### src/rtl/shift_reg_pkg.sv
`default_nettype none
// ============================================================================
// shift_reg_pkg : shift-mode encodings and controller state type
// Rev 1.0
// ============================================================================
package shift_reg_pkg;

  localparam logic [2:0] MODE_LSL = 3'd0;
  localparam logic [2:0] MODE_LSR = 3'd1;
  localparam logic [2:0] MODE_ASR = 3'd2;
  localparam logic [2:0] MODE_ROL = 3'd3;
  localparam logic [2:0] MODE_ROR = 3'd4;

  typedef enum logic [0:0] {
    ST_IDLE  = 1'b0,
    ST_SHIFT = 1'b1
  } state_t;

endpackage
`default_nettype wire

### src/rtl/shift_reg_univ_if.sv
`default_nettype none
// ============================================================================
// shift_reg_univ_if : parallel/serial data and START/BUSY/DONE handshake bundle
// Rev 1.0
// ============================================================================
interface shift_reg_univ_if #(
  parameter int N  = 16,
  parameter int CW = $clog2(N + 1)
);
  logic          load;
  logic [N-1:0]  data_in;
  logic          start;
  logic [2:0]    mode;
  logic [CW-1:0] amt;
  logic          sin;
  logic [N-1:0]  reg_q;
  logic          sout;
  logic          busy;
  logic          done;

  modport master (
    output load, data_in, start, mode, amt, sin,
    input  reg_q, sout, busy, done
  );

  modport slave (
    input  load, data_in, start, mode, amt, sin,
    output reg_q, sout, busy, done
  );
endinterface
`default_nettype wire

### src/rtl/shift_reg_step.sv
`default_nettype none
// ============================================================================
// shift_reg_step : combinational single-bit shift in one of five modes
// Rev 1.0
// ============================================================================
module shift_reg_step
  import shift_reg_pkg::*;
#(
  parameter int N = 16
) (
  input  logic [N-1:0] i_reg,
  input  logic [2:0]   i_mode,
  input  logic         i_sin,
  output logic [N-1:0] o_reg,
  output logic         o_bit
);

  always_comb begin
    o_reg = i_reg;
    o_bit = 1'b0;
    case (i_mode)
      MODE_LSL: begin o_reg = {i_reg[N-2:0], i_sin};     o_bit = i_reg[N-1]; end
      MODE_LSR: begin o_reg = {i_sin, i_reg[N-1:1]};     o_bit = i_reg[0];   end
      MODE_ASR: begin o_reg = {i_reg[N-1], i_reg[N-1:1]}; o_bit = i_reg[0];  end
      MODE_ROL: begin o_reg = {i_reg[N-2:0], i_reg[N-1]}; o_bit = i_reg[N-1]; end
      MODE_ROR: begin o_reg = {i_reg[0], i_reg[N-1:1]};  o_bit = i_reg[0];   end
      default:  ;
    endcase
  end

endmodule
`default_nettype wire

### src/rtl/shift_reg_univ.sv
`default_nettype none
// ============================================================================
// shift_reg_univ : universal shift register with multi-cycle shift-by-AMT
// Rev 1.0
// ============================================================================
module shift_reg_univ
  import shift_reg_pkg::*;
#(
  parameter int N  = 16,
  parameter int CW = $clog2(N + 1)
) (
  input  wire logic      clk,
  input  wire logic      a_clr,
  shift_reg_univ_if.slave bus
);

  localparam logic [CW-1:0] C_N   = CW'(N);
  localparam logic [CW-1:0] C_ONE = CW'(1);

  state_t        r_state;
  state_t        w_next;
  logic [N-1:0]  r_reg;
  logic          r_sout;
  logic          r_done;
  logic [CW-1:0] r_cnt;
  logic [2:0]    r_mode;

  logic [N-1:0]  w_step_reg;
  logic          w_step_bit;
  logic [CW-1:0] w_amt_eff;
  logic          w_legal;
  logic          w_go;

  assign w_amt_eff = (bus.amt > C_N) ? C_N : bus.amt;
  assign w_legal   = (bus.mode <= MODE_ROR);

  shift_reg_step #(.N(N)) u_step (
    .i_reg  (r_reg),
    .i_mode (r_mode),
    .i_sin  (bus.sin),
    .o_reg  (w_step_reg),
    .o_bit  (w_step_bit)
  );

  always_comb begin
    w_next = r_state;
    w_go   = 1'b0;
    case (r_state)
      ST_IDLE: begin
        if (!bus.load && bus.start && w_legal && (w_amt_eff != '0)) begin
          w_go   = 1'b1;
          w_next = ST_SHIFT;
        end
      end
      ST_SHIFT: begin
        if (bus.load || (r_cnt == C_ONE)) w_next = ST_IDLE;
      end
      default: w_next = ST_IDLE;
    endcase
  end

  always_ff @(posedge clk or posedge a_clr) begin
    if (a_clr) begin
      r_state <= ST_IDLE;
      r_reg   <= '0;
      r_sout  <= 1'b0;
      r_done  <= 1'b0;
      r_cnt   <= '0;
      r_mode  <= MODE_LSL;
    end else begin
      r_state <= w_next;
      r_done  <= 1'b0;
      if (r_state == ST_IDLE) begin
        if (bus.load) begin
          r_reg <= bus.data_in;
        end else if (w_go) begin
          r_mode <= bus.mode;
          r_cnt  <= w_amt_eff;
        end else if (bus.start) begin
          // Zero-length or illegal request still completes the handshake.
          r_done <= 1'b1;
        end
      end else if (bus.load) begin
        r_reg <= bus.data_in;
        r_cnt <= '0;
      end else begin
        r_reg  <= w_step_reg;
        r_sout <= w_step_bit;
        r_cnt  <= r_cnt - C_ONE;
        if (r_cnt == C_ONE) r_done <= 1'b1;
      end
    end
  end

  assign bus.reg_q = r_reg;
  assign bus.sout  = r_sout;
  assign bus.busy  = (r_state == ST_SHIFT);
  assign bus.done  = r_done;

endmodule
`default_nettype wire
### src/flat_wrapper.sv
// flat-port wrapper written by rule: the top's interface ports become plain ports
module shift_reg_univ_flat import shift_reg_pkg::*;
#(
  parameter int N  = 16,
  parameter int CW = $clog2(N + 1)
)
  (clk, a_clr, bus_load, bus_data_in, bus_start, bus_mode, bus_amt, bus_sin, bus_reg_q, bus_sout, bus_busy, bus_done);
  shift_reg_univ_if #(.N(N), .CW(CW)) bus_i ();
  input  wire logic clk;
  input  wire logic a_clr;
  input wire logic [$bits(bus_i.load)-1:0] bus_load;
  input wire logic [$bits(bus_i.data_in)-1:0] bus_data_in;
  input wire logic [$bits(bus_i.start)-1:0] bus_start;
  input wire logic [$bits(bus_i.mode)-1:0] bus_mode;
  input wire logic [$bits(bus_i.amt)-1:0] bus_amt;
  input wire logic [$bits(bus_i.sin)-1:0] bus_sin;
  output wire logic [$bits(bus_i.reg_q)-1:0] bus_reg_q;
  output wire logic [$bits(bus_i.sout)-1:0] bus_sout;
  output wire logic [$bits(bus_i.busy)-1:0] bus_busy;
  output wire logic [$bits(bus_i.done)-1:0] bus_done;
  assign bus_i.load = bus_load;
  assign bus_i.data_in = bus_data_in;
  assign bus_i.start = bus_start;
  assign bus_i.mode = bus_mode;
  assign bus_i.amt = bus_amt;
  assign bus_i.sin = bus_sin;
  assign bus_reg_q = bus_i.reg_q;
  assign bus_sout = bus_i.sout;
  assign bus_busy = bus_i.busy;
  assign bus_done = bus_i.done;
  shift_reg_univ #(.N(N), .CW(CW)) u_core (.clk(clk), .a_clr(a_clr), .bus(bus_i));
endmodule
### config.mk
export PLATFORM = sky130hd
export DESIGN_NAME = shift_reg_univ_flat
export DESIGN_NICKNAME = d
export VERILOG_FILES = /design/src/rtl/shift_reg_pkg.sv /design/src/rtl/shift_reg_univ_if.sv /design/src/rtl/shift_reg_step.sv /design/src/rtl/shift_reg_univ.sv /design/src/flat_wrapper.sv
export SDC_FILE = /design/constraint.sdc
export NUM_CORES = 1
export LEC_CHECK = 0
export ABC_AREA = 1
export ABC_CLOCK_PERIOD_IN_PS = 2650
export BUFFER_PORTS_ARGS = -buffer_cell sky130_fd_sc_hd__buf_2
export CAP_MARGIN = 25
export CORE_MARGIN = 2
export CORE_UTILIZATION = 52
export DETAILED_ROUTE_END_ITERATION = 10
export PLACE_DENSITY = 0.87
export SLEW_MARGIN = 30
export SYNTH_ARGS = -nofsm -noshare
export SYNTH_HDL_FRONTEND = slang
export SYNTH_SLANG_ARGS = --single-unit
### constraint.sdc
create_clock -name clk -period 2.65 [get_ports clk]
set_input_delay 0.1325 -clock clk [delete_from_list [all_inputs] [get_ports clk]]
set_output_delay 0.1325 -clock clk [all_outputs]
set_load 0.02 [all_outputs]
==> metrics, run 1 <==
run status completed; row count 21; cell total after placement 337; DRC Markers 0; Synth Cell Area 1750 um^2; P per Cell Area 665 nW/um^2; Vert. Die Dim 62.0 um; Worst Setup End Kind flip-flop; non-filler cells in the finished layout 342; worst slew pin tran 0.564 ns; maximum VDD drop 0.304 mV; Initial Util 53.2%; share of async-settable or async-resettable flops after synthesis 100%; Wirelength per Cell 11.4 um; share of power burned in combinational logic 43.3%; antenna fix cells 0; weighted congestion reported at the end of routability-driven placement 0.894; standard cell with the maximum stage delay on the critical path dfrtp_1; number of enable flip-flop cells after synthesis 0; share of the synthesized area in the top cell type 38.7%; number of warnings reported in the yosys synthesis log 0; share of total power consumed by net switching 44.0%; routed wire length 3.89 mm; Final Hold Vio Count 0; largest delay contributor family on the critical path flip-flops; total negative setup slack 0 ns; Mapped Avg Cell Area 6.96 um^2; Net Switching 0.590 mW; count of buffers inserted at the top-level ports 47; hold slack final 0.0256 ns; CTS buffer count 3; Commonest cells post-synth nand2_1 (79), nor2_1 (29), dfrtp_1 (27); max capacitance violation total 0; antenna viol nets, final 0; Hold Buf Count CTS 1; critical hold path startpoint bus_mode[1]; number of nets at the end of the flow 328; Leak Pwr 1.08 nW; Initial DRT Pass Iterations 4; Worst EP arrival 1.78 ns; crit path launch type flip-flop; global-route wire length before repair 6.08 mm; Core Footprint 3280 um^2; cells taking the most area after synthesis dfrtp_1 (39%), nand2_1 (17%), nor2_1 (6.2%); Critical Path RT 2.92 ns; slack of the worst reg-to-reg path 1.14 ns; cell breakdown of the critical path inv_2 -> nor2_8 -> inv_2 -> a21oi_1 -> o21ai_0 -> o21ai_0 -> nand2_1 -> nand2_1; Detailed Route Iter0 Violations 134; Setup Skew 0.0124 ns; post-cts sizing count 0; highest fanout seen on the critical path 19; I/O pin count 48; part of the power in the clock network 13.4%; cell depth of the worst hold path 2; Congestion Overflow GR 0; synth unique cells 26; worst setup path category reg -> reg; total global routing track utilization 20.6%; Filler Cell Count 307; number of buffers and inverters on the critical path 2; worst setup slack after layout 1.14 ns; Clock Latency Late Sink 0.32 ns; largest net degree at the start of global routing 28; ratio of routed vias to standard cells 5.11; number of vias after detailed routing 1748; HP Class in -> reg; Synth Instances 251; via count of the first global-routing pass 1424; delay contributed by the slowest stage of the critical path 0.49 ns; cell type contributing the most total cell area after synthesis dfrtp_1; clock tree from TritonCTS done; maximum achievable frequency 662 MHz; critical register-to-register path endpoint u_core.r_cnt[4]; post-synthesis sequential area ratio 38.7%; Synth-to-Final Area Change 15.4%; fin crit period 1.51 ns; max_slew headroom 62.3%; reg-to-reg critical path startpoint u_core.bus.busy; Clock Root Buffer clkbuf_4; clock transition at the register clock pins on the worst setup and hold paths after CTS 0.15 ns; Final Max Slew Viols 0; clock net sink count 27; register bit count reported by yosys 27; DIE AREA 3840 um^2; final critical-path share of the clock period 57.0%; synthesized netlist net count 282; number of levels in the clock H-tree 1; Most used DFF post-synth dfrtp_1; fraction of layout cells with a size suffix above 1 24.7%; worst reg-to-reg path cell count 8; internal power component 0.750 mW; WP depth 8; worst-case hold path end point u_core.r_mode[1]; post-detail-place hpwl 2.88 mm; worst slack after detailed placement 1.18 ns; antenna violations before repair 0; setup bufs post-CTS 0; most frequent cell after synthesis nand2_1; overall die width 62.0 um; unrepaired setup endpoints after global routing false; endpoints failing setup 0; sequential fraction of design power 43.3%; share of the core filled with cells 61.4%; buffer depth of the longest clock path 2
cells in the final DEF (no fill, tap or decap):
cell           count
nor2_8             1
o211ai_1           1
a21oi_1            6
inv_1             20
nand2_4            2
nand3_1           19
or2_0              1
ha_1               2
o21ai_0            9
nand2_1           79
a31oi_1            1
o22ai_1            5
o21a_1             3
nand2_2            2
nand3_2            2
nor2_2             8
clkbuf_4           3
nor2_1            29
o21ai_1           15
dfrtp_1           27
nor3_1             1
inv_2              6
inv_4              1
dlygate4sd3_1      1
nand4_1            3
buf_2             47
clkbuf_1           1
o21ai_2            1
layout make-up:
type	count	area, um^2	area share [%]
Clock buffer	4	26.3	1.30
Timing Repair Buffer	48	245	12.2
Inverter	27	104	5.15
Tap cell	46	57.6	2.86
Sequential cell	27	676	33.5
Multi-Input combinational cell	190	907	45.0
power groups by stage:
stage               Sequential [mW]  Clock (mW)  Combinational, mW
floorplan                     0.638           0              0.388
global placement              0.584           0              0.566
detailed placement            0.586           0              0.576
CTS                           0.578       0.180              0.579
global route                  0.593       0.204              0.659
finish                        0.581       0.179              0.581
cell families (layout without fill, tap and decap cells):
logic type / Yosys count / after routing / share of synthesized area, %
buffers and inverters: 34 / 79 / 9.38
AO/OA/AOI/OAI: 41 / 41 / 13.0
adder cells (fa/ha/maj): 2 / 2 / 1.43
AND/OR/NAND/NOR: 147 / 147 / 37.5
flip-flops: 27 / 27 / 38.7
sequential cells by signal, indices dropped and copies added (netlist names):
| signal | count |
|---|---|
| u_core.bus.reg_q | 16 |
| u_core.r_cnt | 5 |
| u_core.r_mode | 3 |
| u_core.bus.busy | 1 |
| u_core.bus.done | 1 |
| u_core.bus.sout | 1 |
worst max path at each step:
stage,end,slack [ns],from
finish,u_core.r_cnt[4],1.14,u_core.bus.busy
global route,u_core.r_cnt[2],1.04,u_core.bus.busy
CTS,u_core.r_cnt[4],1.15,u_core.bus.busy
detailed placement,u_core.r_cnt[4],1.18,u_core.bus.busy
global placement,u_core.r_cnt[4],1.27,u_core.bus.busy
floorplan,u_core.r_mode[0],1.24,u_core.bus.busy
per-layer routing:
layer / GRT usage [%] / up-vias / routed length, um / share of wire, %
li1: - / 892 / - / -
met3: 2.28 / 2 / 194 / 5.0
met5: 0 / - / 0 / 0
met1: 29.9 / 806 / 1880 / 48
met2: 32.4 / 48 / 1790 / 46
met4: 5.78 / 0 / 19 / 0.49
per-stage QoR:
stage,area (um^2),total power [mW]
after floorplan,1750,1.03
after global placement,1980,1.15
after detailed placement,1980,1.16
after CTS,2020,1.34
after global routing,2020,1.46
final,2020,1.34
Note: power is estimated with default switching activity, not from simulation.
==> run 2, diff against run 1 <==
- ABC_AREA: 1 -> 0
- ABC_CLOCK_PERIOD_IN_PS: 2650 -> 1500
- CORE_UTILIZATION: 52 -> 51
- clock period: 2.65 -> 1.5 ns (I/O delays scaled with it)
==> metrics, run 2 <==
run status completed; DRC Markers 0 (unchanged); critical register-to-register path endpoint u_core.bus.reg_q[4]; post-detailed-placement cell area 2000 um^2 (+1.3%); Commonest cells post-synth dfrtp_1 (27), nor2_1 (16), mux2i_1 (15); worst-case hold path end point u_core.bus.reg_q[14]; Setup Skew 0.0157 ns (+0.00338 ns); area of all placed cells without fillers 2160 um^2 (+7.2%); maximum achievable frequency 695 MHz; clock tree from TritonCTS done; cells taking the most area after synthesis dfrtp_1 (42%), mux2i_1 (9.3%), o22ai_1 (5.0%); weighted congestion reported at the end of routability-driven placement 0.844 (-5.5%); max FFs per register 16 (unchanged); max capacitance violation total 0 (unchanged); number of warnings reported in the yosys synthesis log 0 (unchanged); Worst EP arrival 1.67 ns (-0.11 ns); number of vias after detailed routing 1653 (-5.4%); share of the synthesized area in the top cell type 41.9% (+3.2 points); maximum VDD drop 0.685 mV (+120%); max_slew headroom 64.8% (+2.5 points); register bit count reported by yosys 27 (unchanged); row count 20 (-4.8%); P per Cell Area 1220 nW/um^2 (+83%); clock net sink count 27 (unchanged); number of levels in the clock H-tree 1 (unchanged); share of async-settable or async-resettable flops after synthesis 100% (unchanged); final critical-path share of the clock period 95.9%; non-filler cells in the finished layout 287 (-16%); count of buffers inserted at the top-level ports 47 (unchanged); routed wire length 4.34 mm (+12%); antenna violations before repair 0 (unchanged); fin crit period 1.44 ns; Initial DRT Pass Iterations 4 (unchanged); post-detail-place hpwl 3.07 mm (+6.5%); Clock Root Buffer clkbuf_4; clock transition at the register clock pins on the worst setup and hold paths after CTS 0.16 ns (about the same); overall die width 60.3 um (-2.7%); Final Hold Vio Count 0 (unchanged); worst slew pin tran 0.525 ns (-0.0390 ns); synthesized netlist net count 201 (-29%); largest net degree at the start of global routing 23 (-18%); Congestion Overflow GR 0 (unchanged); via count of the first global-routing pass 1503 (+5.5%); unrepaired setup endpoints after global routing true; Synth Cell Area 1610 um^2 (-7.6%); endpoints failing setup 0 (unchanged); cell type contributing the most total cell area after synthesis dfrtp_1; total global routing track utilization 24.2% (+3.7 points); most frequent cell after synthesis dfrtp_1; HP Class in -> reg; critical hold path startpoint bus_data_in[14]; global-route wire length before repair 6.63 mm (+9.1%); buffer depth of the longest clock path 2 (unchanged); Wirelength per Cell 15.1 um (+33%); cell depth of the worst hold path 3 (+1); highest fanout seen on the critical path 4 (-15); Worst Setup End Kind flip-flop; worst reg-to-reg path cell count 4 (-4); ratio of routed vias to standard cells 5.76 (+13%); I/O pin count 48 (unchanged); post-synthesis sequential area ratio 41.9% (+3.2 points); CTS buffer count 3 (unchanged); slack of the worst reg-to-reg path 0.06 ns (-1.08 ns); most frequent standard cell in the layout excluding fill and tap cells buf_2; worst setup path category in -> reg; share of the core filled with cells 71.4% (+10 points); most used cells in the layout excluding fill and tap cells buf_2 (47), dfrtp_1 (24), buf_4 (21); Mapped Avg Cell Area 9.49 um^2 (+36%); crit path launch type input port; Critical Path RT 1.74 ns (-1.18 ns); Synth Instances 170 (-32%); antenna fix cells 0 (unchanged); DIE AREA 3630 um^2 (-5.4%); Initial Util 53.3% (+0.12 points); total negative setup slack 0 ns (unchanged); Core Footprint 3030 um^2 (-7.8%); Synth-to-Final Area Change 33.9%; launching element of the worst setup path bus_mode[2]; hold slack final 0.00761 ns (-0.0180 ns); Leak Pwr 1.00 nW (-7.3%); Most used DFF post-synth dfrtp_1; Clock Latency Late Sink 0.35 ns (+0.03 ns); cell total after placement 272 (-19%); synth unique cells 41 (+58%); number of enable flip-flop cells after synthesis 0 (unchanged); antenna viol nets, final 0 (unchanged); reg-to-reg critical path startpoint u_core.r_mode[1]; number of nets at the end of the flow 275 (-16%); Vert. Die Dim 60.3 um (-2.7%); Detailed Route Iter0 Violations 105 (-22%); Final Max Slew Viols 0 (unchanged); fraction of layout cells with a size suffix above 1 35.8% (+11 points)
run 2: final cells by class:
cell class                 instances  area (um^2)
multi-input combinational        126          880
fill                             240          867
sequential                        27          679
timing repair buffer              77          483
tap                               44         55.1
inverter                           9         33.8
clock buffer                       3         22.5
clock inverter                     1         7.51
run 2: power breakdown:
part / total, mW / switching, mW / leakage, nW / internal, mW
clock network: 0.336 / 0.234 / 0.0139 / 0.102
registers: 1.05 / 0.172 / 0.315 / 0.875
logic: 1.25 / 0.669 / 0.675 / 0.576
total: 2.63 / 1.07 / 1.00 / 1.55
run 2: worst max-delay path, stage by stage:
cell	delay, ns
dlygate4sd3_1	0.53
buf_2	0.12
o21ai_0	0.11
o21ai_0	0.18
or3_4	0.38
mux2_2	0.28
run 2: worst max-delay path by stage:
stage | endpoint | slack (ns) | cells past startpoint
2_1_floorplan | u_core.bus.reg_q[11] | -0.007 | 5
3_3_place_gp | u_core.r_mode[1] | -0.09 | 5
3_5_place_dp | u_core.r_mode[0] | -0.13 | 5
4_1_cts | u_core.bus.reg_q[9] | -0.01 | 5
5_1_grt | u_core.bus.reg_q[2] | -0.02 | 4
6_report | u_core.r_mode[0] | 0.06 | 6
run 2: layer usage:
layer	up-vias	share of wire [%]	GRT usage [%]
met4	0	0.67	3.81
met3	4	6.3	4.55
li1	785	-	-
met5	-	0	0
met2	77	51	44.9
met1	787	42	29.3
run 2: what timing repair did:
item | 4_1_cts | 5_1_grt
hold buffers | 9 | 0
resized for setup | 0 | 6
pin swaps | 0 | 1
buffers inserted | 0 | 1
endpoints found under the setup margin | 4 | 18
hold endpoints to repair | 35 | 0
gates cloned | 0 | 1
run 2: cell families after synthesis:
group,count (synthesis),share of synthesized area (%)
AO/OA/AOI/OAI,65,25.6
XOR/XNOR,1,1.71
adder cells (fa/ha/maj),2,1.55
buffers and inverters,18,5.35
flip-flops,27,41.9
multiplexers,19,12.3
AND/OR/NAND/NOR,38,11.6
run 2: stage by stage:
stage | setup slack [ns] | total power, mW
floorplan | -0.00743 | 1.90
CTS | -0.0103 | 2.55
global placement | -0.0906 | 2.18
detailed placement | -0.129 | 2.21
global route | -0.0242 | 2.78
finish | 0.0609 | 2.63
